<file path="src/rtl/result_drain_ctrl.sv">
// result_drain_ctrl: autonomous readback engine for the result BRAM.
// Reads a contiguous range of result rows and streams them out over a
// valid/ready interface, either one full row or one lane per beat.
// BRAM latency is hidden by credit-based prefetch into a small FIFO.
// Optional feature macro: RESULT_DRAIN_CHECKSUM_EN adds a running
// modulo-2^DATA_WIDTH checksum output over every transferred lane.
module result_drain_ctrl #(
    parameter int PE_COUNT   = 4,
    parameter int DATA_WIDTH = 32,
    parameter int ADDR_WIDTH = 11,
    parameter int RD_LATENCY = 2,
    parameter int FIFO_DEPTH = 4,
    localparam int LANE_W    = (PE_COUNT > 1) ? $clog2(PE_COUNT) : 1
) (
    input  logic                           clk,
    input  logic                           rst,
    input  logic                           start,
    input  logic [ADDR_WIDTH-1:0]          base_addr,
    input  logic [ADDR_WIDTH:0]            row_count,
    input  logic                           lane_mode,
    output logic                           busy,
    output logic                           done,
    output logic                           bram_rd_en,
    output logic [ADDR_WIDTH-1:0]          bram_rd_addr,
    input  logic [PE_COUNT*DATA_WIDTH-1:0] bram_rd_data,
    output logic                           m_valid,
    input  logic                           m_ready,
    output logic [PE_COUNT*DATA_WIDTH-1:0] m_data,
    output logic [LANE_W-1:0]              m_lane_idx,
    output logic                           m_last
`ifdef RESULT_DRAIN_CHECKSUM_EN
    ,
    output logic [DATA_WIDTH-1:0]          checksum
`endif
);

    localparam int ROW_W = PE_COUNT * DATA_WIDTH;
    localparam int PTR_W = $clog2(FIFO_DEPTH);
    localparam int CRD_W = $clog2(FIFO_DEPTH + RD_LATENCY + 1);
    localparam logic [LANE_W-1:0] LANE_LAST = LANE_W'(PE_COUNT - 1);
    localparam logic [CRD_W-1:0]  CRD_MAX   = CRD_W'(FIFO_DEPTH);

    typedef enum logic [1:0] {
        ST_IDLE,
        ST_ISSUE,
        ST_DRAIN,
        ST_FIN
    } state_t;

    state_t                  state_q, state_d;
    logic [ADDR_WIDTH-1:0]   addr_q;
    logic [ADDR_WIDTH:0]     count_q;
    logic [ADDR_WIDTH:0]     issued_q;
    logic [ADDR_WIDTH:0]     popped_q;
    logic                    mode_q;
    logic [LANE_W-1:0]       lane_q;
    logic [RD_LATENCY-1:0]   pipe_q, pipe_d;
    logic [ROW_W-1:0]        mem_q [FIFO_DEPTH];
    logic [PTR_W-1:0]        wr_ptr_q, rd_ptr_q;
    logic [CRD_W-1:0]        occ_q;
    logic [CRD_W-1:0]        inflight;

    logic                    start_ok;
    logic                    credit_ok;
    logic                    issue;
    logic                    push;
    logic                    pop;
    logic                    xfer;
    logic                    have_data;
    logic                    lane_end;
    logic                    last_row;
    logic [ROW_W-1:0]        head_row;
    logic [DATA_WIDTH-1:0]   lane_val;

    // Count outstanding BRAM reads held in the latency shift register.
    always_comb begin
        inflight = '0;
        for (int unsigned i = 0; i < RD_LATENCY; i++) begin
            inflight = inflight + CRD_W'(pipe_q[i]);
        end
    end

    // Issue, FIFO and handshake qualifiers derived from current state.
    always_comb begin
        start_ok  = (state_q == ST_IDLE) && start;
        credit_ok = (occ_q + inflight) < CRD_MAX;
        issue     = (state_q == ST_ISSUE) && (issued_q != count_q) && credit_ok;
        push      = pipe_q[RD_LATENCY-1];
        have_data = (occ_q != '0);
        head_row  = mem_q[rd_ptr_q];
        lane_val  = head_row[lane_q*DATA_WIDTH +: DATA_WIDTH];
        lane_end  = !mode_q || (lane_q == LANE_LAST);
        xfer      = have_data && m_ready;
        pop       = xfer && lane_end;
        last_row  = (popped_q == (count_q - 1'b1));
    end

    // Next value of the read-latency valid shift register.
    always_comb begin
        pipe_d    = '0;
        pipe_d[0] = issue;
        for (int unsigned i = 1; i < RD_LATENCY; i++) begin
            pipe_d[i] = pipe_q[i-1];
        end
    end

    // Next-state logic; an empty command still passes through ISSUE so that
    // done lands two cycles after the accepted start.
    always_comb begin
        state_d = state_q;
        case (state_q)
            ST_IDLE: begin
                if (start) state_d = ST_ISSUE;
            end
            ST_ISSUE: begin
                if (count_q == '0) begin
                    state_d = ST_FIN;
                end else if (issue && ((issued_q + 1'b1) == count_q)) begin
                    state_d = ST_DRAIN;
                end
            end
            ST_DRAIN: begin
                if (xfer && last_row && lane_end) state_d = ST_FIN;
            end
            ST_FIN: begin
                state_d = ST_IDLE;
            end
            default: begin
                state_d = ST_IDLE;
            end
        endcase
    end

    // Output decode; payload is forced to zero whenever no beat is offered.
    always_comb begin
        busy         = (state_q != ST_IDLE);
        done         = (state_q == ST_FIN);
        bram_rd_en   = issue;
        bram_rd_addr = addr_q;
        m_valid      = have_data;
        m_data       = '0;
        m_lane_idx   = '0;
        m_last       = 1'b0;
        if (have_data) begin
            m_data     = mode_q ? ROW_W'(lane_val) : head_row;
            m_lane_idx = mode_q ? lane_q : '0;
            m_last     = last_row && lane_end;
        end
    end

    // State register, command latch, address stepping and beat counters.
    always_ff @(posedge clk) begin
        if (rst) begin
            state_q  <= ST_IDLE;
            pipe_q   <= '0;
            addr_q   <= '0;
            count_q  <= '0;
            issued_q <= '0;
            popped_q <= '0;
            mode_q   <= 1'b0;
            lane_q   <= '0;
        end else begin
            state_q <= state_d;
            pipe_q  <= pipe_d;
            if (start_ok) begin
                addr_q   <= base_addr;
                count_q  <= row_count;
                mode_q   <= lane_mode;
                issued_q <= '0;
                popped_q <= '0;
                lane_q   <= '0;
            end else begin
                if (issue) begin
                    addr_q   <= addr_q + 1'b1;
                    issued_q <= issued_q + 1'b1;
                end
                if (xfer) begin
                    lane_q <= lane_end ? '0 : lane_q + 1'b1;
                end
                if (pop) begin
                    popped_q <= popped_q + 1'b1;
                end
            end
        end
    end

    // Prefetch FIFO pointers and occupancy; push and pop may coincide.
    always_ff @(posedge clk) begin
        if (rst) begin
            wr_ptr_q <= '0;
            rd_ptr_q <= '0;
            occ_q    <= '0;
        end else begin
            if (push) wr_ptr_q <= wr_ptr_q + 1'b1;
            if (pop)  rd_ptr_q <= rd_ptr_q + 1'b1;
            case ({push, pop})
                2'b10:   occ_q <= occ_q + 1'b1;
                2'b01:   occ_q <= occ_q - 1'b1;
                default: occ_q <= occ_q;
            endcase
        end
    end

    // Prefetch FIFO storage; returned rows land in the cycle their tap is set.
    always_ff @(posedge clk) begin
        if (push) mem_q[wr_ptr_q] <= bram_rd_data;
    end

`ifdef RESULT_DRAIN_CHECKSUM_EN
    logic [DATA_WIDTH-1:0] xfer_sum;

    // Contribution of the current beat: one lane, or all lanes of the row.
    always_comb begin
        xfer_sum = '0;
        if (mode_q) begin
            xfer_sum = lane_val;
        end else begin
            for (int unsigned i = 0; i < PE_COUNT; i++) begin
                xfer_sum = xfer_sum + head_row[i*DATA_WIDTH +: DATA_WIDTH];
            end
        end
    end

    // Running checksum, cleared on each accepted start.
    always_ff @(posedge clk) begin
        if (rst) begin
            checksum <= '0;
        end else if (start_ok) begin
            checksum <= '0;
        end else if (xfer) begin
            checksum <= checksum + xfer_sum;
        end
    end
`endif

endmodule

</file>
<file path="config.mk">
export PLATFORM = sky130hd
export DESIGN_NAME = result_drain_ctrl
export DESIGN_NICKNAME = d
export VERILOG_FILES = /design/src/rtl/result_drain_ctrl.sv
export SDC_FILE = /design/constraint.sdc
export NUM_CORES = 1
export LEC_CHECK = 0
export ABC_AREA = 1
export BUFFER_PORTS_ARGS = -buffer_cell sky130_fd_sc_hd__clkbuf_2
export CAP_MARGIN = 20
export CORE_UTILIZATION = 42
export DETAILED_ROUTE_END_ITERATION = 16
export PLACE_DENSITY = 0.6
export RECOVER_POWER = 50
export SETUP_SLACK_MARGIN = 0.1
export SYNTH_ARGS = -nofsm -noshare
export SYNTH_HDL_FRONTEND = slang
export SYNTH_SLANG_ARGS = --single-unit
export TNS_END_PERCENT = 1
</file>
<file path="constraint.sdc">
create_clock -name clk -period 3.98 [get_ports clk]
set_clock_uncertainty 0.1 [all_clocks]
set_input_delay 0 -clock clk [delete_from_list [all_inputs] [get_ports clk]]
set_output_delay 0 -clock clk [all_outputs]
set_load 0.02 [all_outputs]
</file>
Word level (Yosys, flattened, before mapping)
Memories as Yosys holds them, arrays and structs flattened. A register that Yosys moved wholly into a read port is not among the register bits.
Index checks and enable logic that the tools add are counted.
{"block": "op_classes", "addsub": 11, "magnitude_cmp": 1, "eq_ne": 12, "shift": 1, "muxes": 18, "reduce_logical": 19}
{"op": "$mux W128", "n": 2}
{"op": "$shiftx A128 B8 Y32", "n": 1}
{"op": "$add A12 B1 Y12 const B", "n": 2}
{"op": "$eq A12 B12 Y1", "n": 2}
{"op": "$mux W11", "n": 2}
{"op": "$mux W2", "n": 9}
{"op": "$logic_not A12 Y1", "n": 1}
{"op": "$ne A12 B12 Y1", "n": 1}
{"op": "$sub A12 B1 Y12 const B", "n": 1}
{"op": "$add A11 B1 Y11 const B", "n": 1}
{"op": "$logic_and A1 B1 Y1", "n": 9}
{"op": "$eq A2 B2 Y1 const B", "n": 4}
{"op": "$pmux W2 S4", "n": 1}
{"op": "$add A2 B1 Y2 const B", "n": 3}
{"op": "$pmux W3 S2", "n": 1}
{"op": "$reduce_bool A2 Y1", "n": 3}
{"op": "$eq A2 B1 Y1 const B", "n": 2}
{"op": "$ne A2 B2 Y1 const B", "n": 2}
{"op": "$add A3 B1 Y3 const B", "n": 1}
{"op": "$add A3 B2 Y3", "n": 1}
{"op": "$lt A3 B3 Y1 const B", "n": 1}
{"op": "$mux W1", "n": 3}
{"op": "$ne A3 B1 Y1 const B", "n": 1}
{"op": "$reduce_and A3 Y1", "n": 1}
{"op": "7 further kinds", "n": 7}
{"block": "totals", "register_bits": 61, "mem_bits_rw": 512, "inputBits": 156, "elab_cells": 74, "n_memories": 1}
{"memory": "mem_q", "words": 4, "width": 128, "read_ports": 1, "rd_ports_with_merged_regs": 1, "wr": 1, "line": "58", "source": "logic [ROW_W-1:0] mem_q [FIFO_DEPTH];"}

Logic depth before layout (Yosys ltp)
Gate-level depths: netlist (run 1).
{"block": "depth", "ltp_word": 8, "depth_mapped": 16, "depth_no_buf": 16}

Worst setup path before layout (run 1)
Ideal clock, no wire load.
{"block": "synth_path", "kind": "reg2reg", "start": "register wr_ptr_q[0]", "end": "memory mem_q[2][0] in the netlist's numbering, enable pin", "setup_ns": 0.481, "arrival_ns": 3.079, "required_ns": 3.399, "setup_slack_ns": 0.320, "stages_incl_launch_ff": 5, "period_less_slack_ns": 3.660, "path_cell_list": "dfxtp_1 inv_1 ha_1 nand2_1 inv_1"}
{"element": "start, declared", "line": "59", "source": "logic [PTR_W-1:0] wr_ptr_q, rd_ptr_q;"}
{"element": "start signal, assigned", "line": "194", "source": "if (push) wr_ptr_q <= wr_ptr_q + 1'b1;"}
{"element": "end, declared", "line": "58"}
No word-level cell before the write port.

==> results of run 1 <==
final timing paths:
path,start,to,slack (ps)
hold reg to reg,pipe_q[0],pipe_q[1],340
hold / removal,bram_rd_data[28],mem_q[0][28],70
setup reg to reg,occ_q[0],bram_rd_addr[8],420
setup / recovery,flip-flop,m_data[26],410
where the power goes:
group / switching, uW / internal (uW) / leakage (uW)
Sequential: 238 / 6900 / 0.00513
Clock: 2390 / 3430 / 0.00101
Combinational: 5160 / 2290 / 0.00528
registers in the layout, indices dropped and copies added (netlist names), named ones only:
register and flops:
mem_q 512, count_q 12, issued_q 12, popped_q 12, bram_rd_addr 11, occ_q 3
lane_q 2, pipe_q 2, rd_ptr_q 2, state_q 2, wr_ptr_q 2, mode_q 1
repair_timing:
| action | in CTS | in global routing |
|---|---|---|
| gates resized for setup | 0 | 1 |
| hold buffers | 198 | 0 |
| hold endpoints to repair | 562 | 0 |
| endpoints found under the setup margin | 0 | 1 |
cells in the mapped netlist (2+ instances only):
cell	number
inv_1	84
nor3_1	10
nand3b_1	7
or2_2	2
edfxtp_1	512
a22o_1	27
a32o_1	86
buf_2	51
a21oi_1	190
a211oi_1	3
o21ai_0	150
nor2_1	238
ha_1	17
nor2_2	3
a31oi_1	5
nand2_1	473
o22a_1	37
buf_4	6
nand4_1	7
buf_6	2
clkbuf_1	61
nand2_2	5
nor2_4	4
buf_1	17
a311oi_1	5
inv_2	6
o221ai_1	2
o21ai_1	8
clkinv_1	2
nand3_1	83
xnor2_1	14
dfxtp_1	63
xor2_1	13
placed cells by master, fill, tap and decap left out, types with 27 or more instances in the layout:
master / count
edfxtp_1: 512
a21oi_1: 190
o22a_1: 37
inv_1: 80
nand2_1: 471
nand3_1: 83
nor2_1: 238
a22o_1: 27
clkbuf_1: 145
clkbuf_2: 164
a32o_1: 86
dfxtp_1: 60
dlygate4sd3_1: 198
o21ai_0: 150
clkbuf_16: 62
cell type report:
type | count | area [um^2] | area share, %
Clock inverter | 45 | 470 | 1.53
Antenna cell | 5 | 12.5 | 0.0406
Sequential cell | 575 | 16600 | 54.0
Inverter | 92 | 374 | 1.21
Tap cell | 765 | 957 | 3.10
Timing Repair Buffer | 527 | 3610 | 11.7
Clock buffer | 70 | 1580 | 5.13
Multi-Input combinational cell | 1398 | 7170 | 23.3
cells by family after synthesis:
| family | count (synthesis) |
|---|---|
| AO/OA/AOI/OAI | 516 |
| XOR/XNOR | 27 |
| adder cells (fa/ha/maj) | 18 |
| buffers and inverters | 229 |
| flip-flops | 575 |
| AND/OR/NAND/NOR | 837 |
per-layer routing:
metal	track usage (%)	routed length [um]
met2	36.9	33500
met4	7.89	2020
met1	34.8	32900
met5	0	38
met3	3.54	4920
metrics by stage:
stage                     utilization (%)  instance area, um^2
after CTS                            53.4                31000
after global placement               46.4                27000
after floorplan                         -                24800
final                                53.1                30800
after detailed placement             46.4                27000
after global routing                 53.1                30800
==> impl_metrics.tcl, run 1 <==
set metrics [dict create \
    status "finished with violations" \
    violations "capacitance limit, slew limit" \
    finalSetupTns_ps 0 \
    cpMaxStageDelayCell "inv_6" \
    drv_slew 61 \
    period_share_pct 89.8 \
    ys_ff_latch 575 \
    post_cts.repair.setup_buffers 0 \
    routabilityCongestion 0.915 \
    yosysWarnings 0 \
    portBuffers 301 \
    grt_max_degree 197 \
    cts_buffers 61 \
    nets 2829 \
    syn-instance-count 2202 \
    place_ws_ps 1120 \
    cp_cell_sequence "inv_6, buf_12, nand2_1, a32o_1, a21oi_1, a22o_1, nand3_1, o21ai_0, clkbuf_2" \
    synthArstFlopShare_pct 0 \
    die_h_um 245 \
    seq_area_frac_synth_pct 67.2 \
    dp_hpwl_mm 46.3 \
    worstPathMaxFanout 116 \
    synth_area_leader_cell "edfxtp_1" \
    rsz0062_at_grt "no" \
    htreeDepth 2 \
    critPathArrivalTime_ps 3470 \
    ios 302 \
    fin_crit_ps 3570 \
    synth_area_per_cell_um2 11.2 \
    total_power_uw 20400 \
    synth_xor_area_share_pct 0.955 \
    synthAdderAreaFrac_pct 0.940 \
    yosys_most_used_dff "edfxtp_1" \
    muxShareOfSynthArea_pct 0 \
    drv_cap 1 \
    hold_depth 2 \
    finalNonFillerCells 3477 \
    clk_path_buf_depth 3 \
    drive_above_1_share_pct 11.7 \
    dr.first_iter.drc_count 1751 \
    grt_pass1_wl_mm 110 \
    setup_viol 0 \
    synthTopCellsByArea "edfxtp_1 (62%), nand2_1 (7.2%), dfxtp_1 (5.1%)" \
    synth_top_family_by_area "simple AND/OR/NAND/NOR gates" \
    leakage_uw 0.0114 \
    tightest_slew_ps 1700 \
    overflow 0 \
    post_drt_via_cell_ratio 5.48 \
    clockRootBuffer "clkbuf_16" \
    cp-start-kind "flip-flop" \
    die_x_um 245 \
    grt_pass1_vias 18000 \
    synth-edff-count 512 \
    initial_core_util_pct 42.7 \
    core_region_area_mm2 0.0580 \
    synth_compound_area_share_pct 13.3 \
    slew_headroom_pct -13.4 \
    routedWlPerCell_um 21.1 \
    grt_use_total_pct 24.0 \
    max_freq_mhz 280 \
    antenna_found_initial 8 \
    placedCellCount 3159 \
    r2r_cells 11 \
    hp-class "in2reg" \
    rows 88 \
    clock_latency_ps 620 \
    die_area_mm2 0.0599 \
    synth_nets 2376 \
    crit_type "reg2out" \
    setup_slack_ps 406 \
    routed_wl_mm 73.4 \
    drtPass1Iterations 5 \
    cts_tree "built" \
    cp_top_family "buffers and inverters" \
    worstPathRequired_ps 3880 \
    syn_area_mm2 0.0248 \
    power_per_cell_area_mw_per_mm2 662 \
    synth_top_area_share_pct 62.1 \
    hold_viol 0 \
    max_stage_delay_ps 610 \
    path_depth 9 \
    peakVddDrop_mv 0.468 \
    cts.sinks 575 \
    path_buf_inv 3 \
    drtAntennaViolNets 0 \
    area.growth.synth_to_final_pct 24.5 \
    vias 19000 \
    end_kind "output port" \
    clk_pin_slew_ps 60 \
    nFillCells 5052 \
    drcViolationCount 0 \
    synth_cell_types 42 \
    synth_simple_gate_area_share_pct 13.7 \
    timing.hold.ws_ps 72.3 \
]
(Power assumes the default switching activity.)
==> inputs of run 2 (changes only) <==
ABC_AREA = unset   (was 1)
==> run 2 against run 1 <==
Net effect:
- the flow still finishes with violations (capacitance limit, slew limit)
- global-route usage is 4.5 points lower
- critical path depth unchanged
- setup slack gained 46 ps
- sequential share of layout area up 1.3 points
- utilization is 0.31 points higher
- register-to-register slack improved by 30 ps
- largest power group is now registers
- die area shrank 3.1%
- via count is 26% lower
==> impl_metrics.tcl, run 2 <==
set metrics [dict create \
    hold_start "bram_rd_data[114]" \
    grt_use_total_pct 19.4 \
    violations "capacitance limit, slew limit" \
    overflow 0 \
    drcViolationCount 0 \
    drv_cap 5 \
    drtPass1Iterations 5 \
    dpl_cell_area_mm2 0.0265 \
    yosysWarnings 0 \
    antenna_found_initial 5 \
    largest_reg_flops 512 \
    htreeDepth 2 \
    post_drt_via_cell_ratio 5.30 \
    die_h_um 241 \
    worstPathMaxFanout 8 \
    synth_compound_area_share_pct 3.39 \
    ys_ff_latch 575 \
    max_stage_delay_ps 590 \
    area.growth.synth_to_final_pct 25.6 \
    vias 14000 \
    synthAdderAreaFrac_pct 0.970 \
    power_per_cell_area_mw_per_mm2 522 \
    synthArstFlopShare_pct 0 \
    fin_crit_ps 3530 \
    tightest_slew_ps 2600 \
    top_register "mem_q" \
    slew_headroom_pct -73.1 \
    timing.hold.ws_ps 90.4 \
    cts_tree "built" \
    max_freq_mhz 283 \
    synth_xor_area_share_pct 2.26 \
    dp_hpwl_mm 34.3 \
    crit_type "reg2reg" \
    syn-instance-count 1338 \
    synth_cell_types 66 \
    synth.most_common_cell "edfxtp_1" \
    synth_common_cells "edfxtp_1 (512), mux4_2 (160), and2_1 (102)" \
    hp-class "in2reg" \
    initial_core_util_pct 42.6 \
    nets 2017 \
    synthTopCellsByArea "edfxtp_1 (64%), mux4_2 (15%), dfxtp_1 (5.3%)" \
    finalSetupTns_ps 0 \
    clock_latency_ps 610 \
    cp-start-kind "flip-flop" \
    placedCellCount 2336 \
    yosys_most_used_dff "edfxtp_1" \
    mostFrequentLayoutCells "edfxtp_1 (512), dlygate4sd3_1 (201), mux4_2 (160), clkbuf_2 (160), clkbuf_1 (154)" \
    leakage_uw 0.0100 \
    synth-edff-count 512 \
    peakVddDrop_mv 0.344 \
    clk_pin_slew_ps 60 \
    synth_simple_gate_area_share_pct 6.86 \
    synth_nets 1512 \
    critPathArrivalTime_ps 3980 \
    clockRootBuffer "clkbuf_16" \
    rsz0062_at_grt "no" \
    core_region_area_mm2 0.0564 \
    grt_pass1_vias 14600 \
    cts.sinks 575 \
    drv_slew 153 \
    cts_buffers 59 \
    synth_top_area_share_pct 64.1 \
    critPathLaunch "issued_q[0]" \
    synth_area_per_cell_um2 17.9 \
    cp_cell_sequence "ha_1, nand3_1, o31ai_1, a31oi_1, a311o_1, o41a_1, o31a_1, a311oi_2, dlygate4sd3_1" \
    muxShareOfSynthArea_pct 15.3 \
    holdBufCountCts 201 \
    syn_area_mm2 0.0240 \
    seq_area_frac_synth_pct 69.3 \
    drtAntennaViolNets 0 \
    final_area_mm2 0.0301 \
    post_cts.repair.setup_buffers 0 \
    rows 87 \
    cts.repair.resized 0 \
    clk_path_buf_depth 3 \
    period_share_pct 88.6 \
    routed_wl_mm 56.2 \
    status "finished with violations" \
    grt_pass1_wl_mm 84.8 \
    finalNonFillerCells 2649 \
    routabilityCongestion 0.848 \
    final_common_cell "edfxtp_1" \
    routedWlPerCell_um 21.2 \
    worstPathRequired_ps 4430 \
    r2r_start "issued_q[0]" \
    total_power_uw 15700 \
    setup_viol 0 \
    cpMaxStageDelayCell "dlygate4sd3_1" \
    end_kind "flip-flop" \
    hold_viol 0 \
    synth_area_leader_cell "edfxtp_1" \
    die_x_um 241 \
    die_area_mm2 0.0581 \
    ios 302 \
    dr.first_iter.drc_count 953 \
    synth_top_family_by_area "multiplexers" \
    drive_above_1_share_pct 23.6 \
    portBuffers 301 \
    grt_max_degree 80 \
]
[run 2: cell count changes after synthesis, sizes merged, moves of 17 or more]
cell and change:
and2 +102, o22a -37, a32o -86, mux4 +160, nand3 -65, nand2 -431
nor2 -188, inv -69, xor2 +18, buf -46, a21oi -167, xnor2 +17
o21ai -145
[run 2: final timing paths]
path	end	slack, ps	cells past startpoint
setup / recovery	state_q[0]	450	9
setup reg to reg	state_q[0]	450	9
hold / removal	mem_q[3][114]	90	2
hold reg to reg	pipe_q[1]	400	1
[run 2: cell families (layout without fill, tap and decap cells)]
logic type / Yosys count / count (layout)
buffers and inverters: 108 / 662
adder cells (fa/ha/maj): 18 / 18
multiplexers: 167 / 167
other: 0 / 1
flip-flops: 575 / 575
XOR/XNOR: 62 / 62
AO/OA/AOI/OAI: 107 / 107
AND/OR/NAND/NOR: 301 / 301
[run 2: cell type report]
class	count	area [um^2]
fillers	4719	26300
flip-flops and latches	575	16600
multi-input cells	655	6920
repair buffers	530	3710
clock buffers	74	1560
well taps	756	946
clock inverters	36	262
inverters	22	82.6
diodes	1	2.50
[run 2: routing by layer]
metal  up-vias  GRT usage, %  share of wire (%)
met5         -             0               0.11
met4         8          6.67                2.5
met3       109          3.42                4.9
met2       375          31.6                 49
met1      7218          26.5                 44
li1       6335             -                  -
[run 2: per-stage QoR]
stage / setup WS (ps) / util [%]
after floorplan: -122 / -
after global placement: 1090 / 46.9
after detailed placement: 1010 / 46.9
after CTS: 486 / 53.7
after global routing: 79.3 / 53.4
final: 452 / 53.4
[run 2: power breakdown]
part           leakage, uW  total, uW  internal, uW  switching [uW]
sequential         0.00512       7000          6810             195
clock             0.000887       5220          2970            2250
combinational      0.00402       3500          1540            1960
total               0.0100      15700         11300            4410
[run 2: critical path: cells and delay by family (launching register included)]
kind | cells | cell delay [ps]
adders and majority gates | 1 | 320
AOI/OAI and AO/OA | 6 | 1750
buffers and inverters | 1 | 590
DFF | 1 | 470
and+or+nand+nor | 1 | 250
==> inputs of run 3 (changes only) <==
SETUP_SLACK_MARGIN = 0.5   (was 0.1)
clock period = 4.05 ns   (was 3.98 ns; I/O delays follow)
==> run 3 against run 2 <==
Net effect:
- the flow still finishes with violations (capacitance limit, slew limit)
- combinational power down 2%
- clock-buffer cell count unchanged
- die area unchanged
- flip-flop and latch count unchanged
- highest routed layer unchanged
- clock power up 3%
- fmax up 4.4%
- wire length up 0.88%
- utilization up 0.15 points
- register-to-register slack better by 220 ps
- cell area up 0.29%
- sequential share of layout area down 0.14 points
- critical path depth unchanged
==> impl_metrics.tcl, run 3 (synthesis results as in run 2) <==
set metrics [dict create \
    mostFrequentLayoutCells "edfxtp_1 (512), dlygate4sd3_1 (203), mux4_2 (160)" \
    drtAntennaViolNets 0 \
    cts.sinks 575 \
    initial_core_util_pct 42.6 \
    cts_tree "built" \
    peakVddDrop_mv 0.389 \
    drv_slew 139 \
    largest_reg_flops 512 \
    die_x_um 241 \
    place_ws_ps 1100 \
    power_per_cell_area_mw_per_mm2 519 \
    grt_use_total_pct 19.5 \
    period_share_pct 83.5 \
    drv_cap 4 \
    end_kind "flip-flop" \
    p_switching_uw 4350 \
    htreeDepth 2 \
    nets 2015 \
    clk_path_buf_depth 3 \
    clockRootBuffer "clkbuf_16" \
    clock_latency_ps 610 \
    grt_pass1_vias 14600 \
    violations "capacitance limit, slew limit" \
    leakage_uw 0.0101 \
    hp-class "in2reg" \
    final_core_util_pct 53.6 \
    internal_power_uw 11300 \
    setup_slack_ps 670 \
    p_sw_share_pct 27.7 \
    final_common_cell "edfxtp_1" \
    p_seq_share_pct 44.0 \
    r2r_slack_ps 670 \
    critPathArrivalTime_ps 3830 \
    dr.first_iter.drc_count 857 \
    post_drt_via_cell_ratio 5.32 \
    clkPwrFrac_pct 34.2 \
    rsz0062_at_grt "no" \
    clk_pin_slew_ps 60 \
    antenna_found_initial 8 \
    die_h_um 241 \
    drtPass1Iterations 4 \
    dpl_cell_area_mm2 0.0264 \
    finalNonFillerCells 2646 \
    status "finished with violations" \
    timing.hold.ws_ps 84.0 \
    overflow 0 \
    drcViolationCount 0 \
    portBuffers 301 \
    crit_type "reg2reg" \
    rows 87 \
    hold_viol 0 \
    worstPathRequired_ps 4500 \
    max_freq_mhz 296 \
    vias 14100 \
    tightest_slew_ps 2600 \
    drive_above_1_share_pct 23.9 \
    area.growth.synth_to_final_pct 25.9 \
    slew_headroom_pct -73.2 \
    grt_max_degree 129 \
    pwr-share-comb_pct 21.8 \
    dp_hpwl_mm 34.2 \
    routedWlPerCell_um 21.4 \
    ios 302 \
    cp-start-kind "flip-flop" \
    worstPathMaxFanout 8 \
    placedCellCount 2331 \
    routabilityCongestion 0.853 \
    setup_viol 0 \
    fin_crit_ps 3380 \
    core_region_area_mm2 0.0564 \
    top_register "mem_q" \
    die_area_mm2 0.0581 \
    routed_wl_mm 56.7 \
    final_area_mm2 0.0302 \
    cts_buffers 60 \
    grt_pass1_wl_mm 84.7 \
]
## run 3: changes by cell type in the layout (fill, tap and decap cells not counted), sizes merged
cell         previous run  this run
buf                    28        22
clkinv                 28        22
diode                   1         5
inv                    24        22
clkbuf                375       376
dlygate4sd3           201       203
bufinv                  3         7
## run 3: area by class of cell
| type | instances | area, um^2 |
|---|---|---|
| multi-input cells | 655 | 6940 |
| clock buffers | 74 | 1550 |
| inverters | 22 | 82.6 |
| clock inverters | 32 | 349 |
| diodes | 5 | 12.5 |
| fillers | 4621 | 26200 |
| repair buffers | 527 | 3680 |
| well taps | 756 | 946 |
| flip-flops and latches | 575 | 16700 |
## run 3: timing repair
item,4_1_cts,5_1_grt
buffers inserted,0,0
setup endpoints to repair,0,1
gates resized for setup,0,8
hold endpoints to repair,547,0
hold buffers,203,0
## run 3: power by group through the flow
| stage | combinational [uW] | sequential [uW] | clock, uW |
|---|---|---|---|
| 6_report | 3420 | 6900 | 5370 |
| 5_1_grt | 3710 | 6930 | 5710 |
| 4_1_cts | 3460 | 6900 | 5500 |
| 3_5_place_dp | 3170 | 7020 | 0 |
| 3_3_place_gp | 3150 | 7010 | 0 |
| 2_1_floorplan | 2220 | 6950 | 0 |
## run 3: worst paths after layout
check	from	cells after the start	end
max	issued_q[0]	9	state_q[0]
min	bram_rd_data[114]	2	mem_q[0][114]
max reg2reg	issued_q[0]	9	state_q[0]
min reg2reg	pipe_q[0]	1	pipe_q[1]
## run 3: metrics by stage
stage	TNS [ps]	total power, uW
after floorplan	-20140	9170
after global placement	0	10200
after detailed placement	0	10200
after CTS	0	15900
after global routing	0	16300
final	0	15700
## run 3: worst max-delay path, stage by stage, from the launching register on
cell           delay [ps]
dfxtp_2               400
ha_2                  260
nand3_1               220
o31ai_1               290
a31oi_1               120
a311o_1               380
o41a_1                450
o31a_1                300
a311oi_2              220
dlygate4sd3_1         580
## run 3: metal layers
layer / track usage (%) / share of wire [%]
met1: 26.0 / 43
met2: 32.6 / 49
met3: 3.51 / 5.1
met4: 6.25 / 2.4
met5: 0 / 0.072
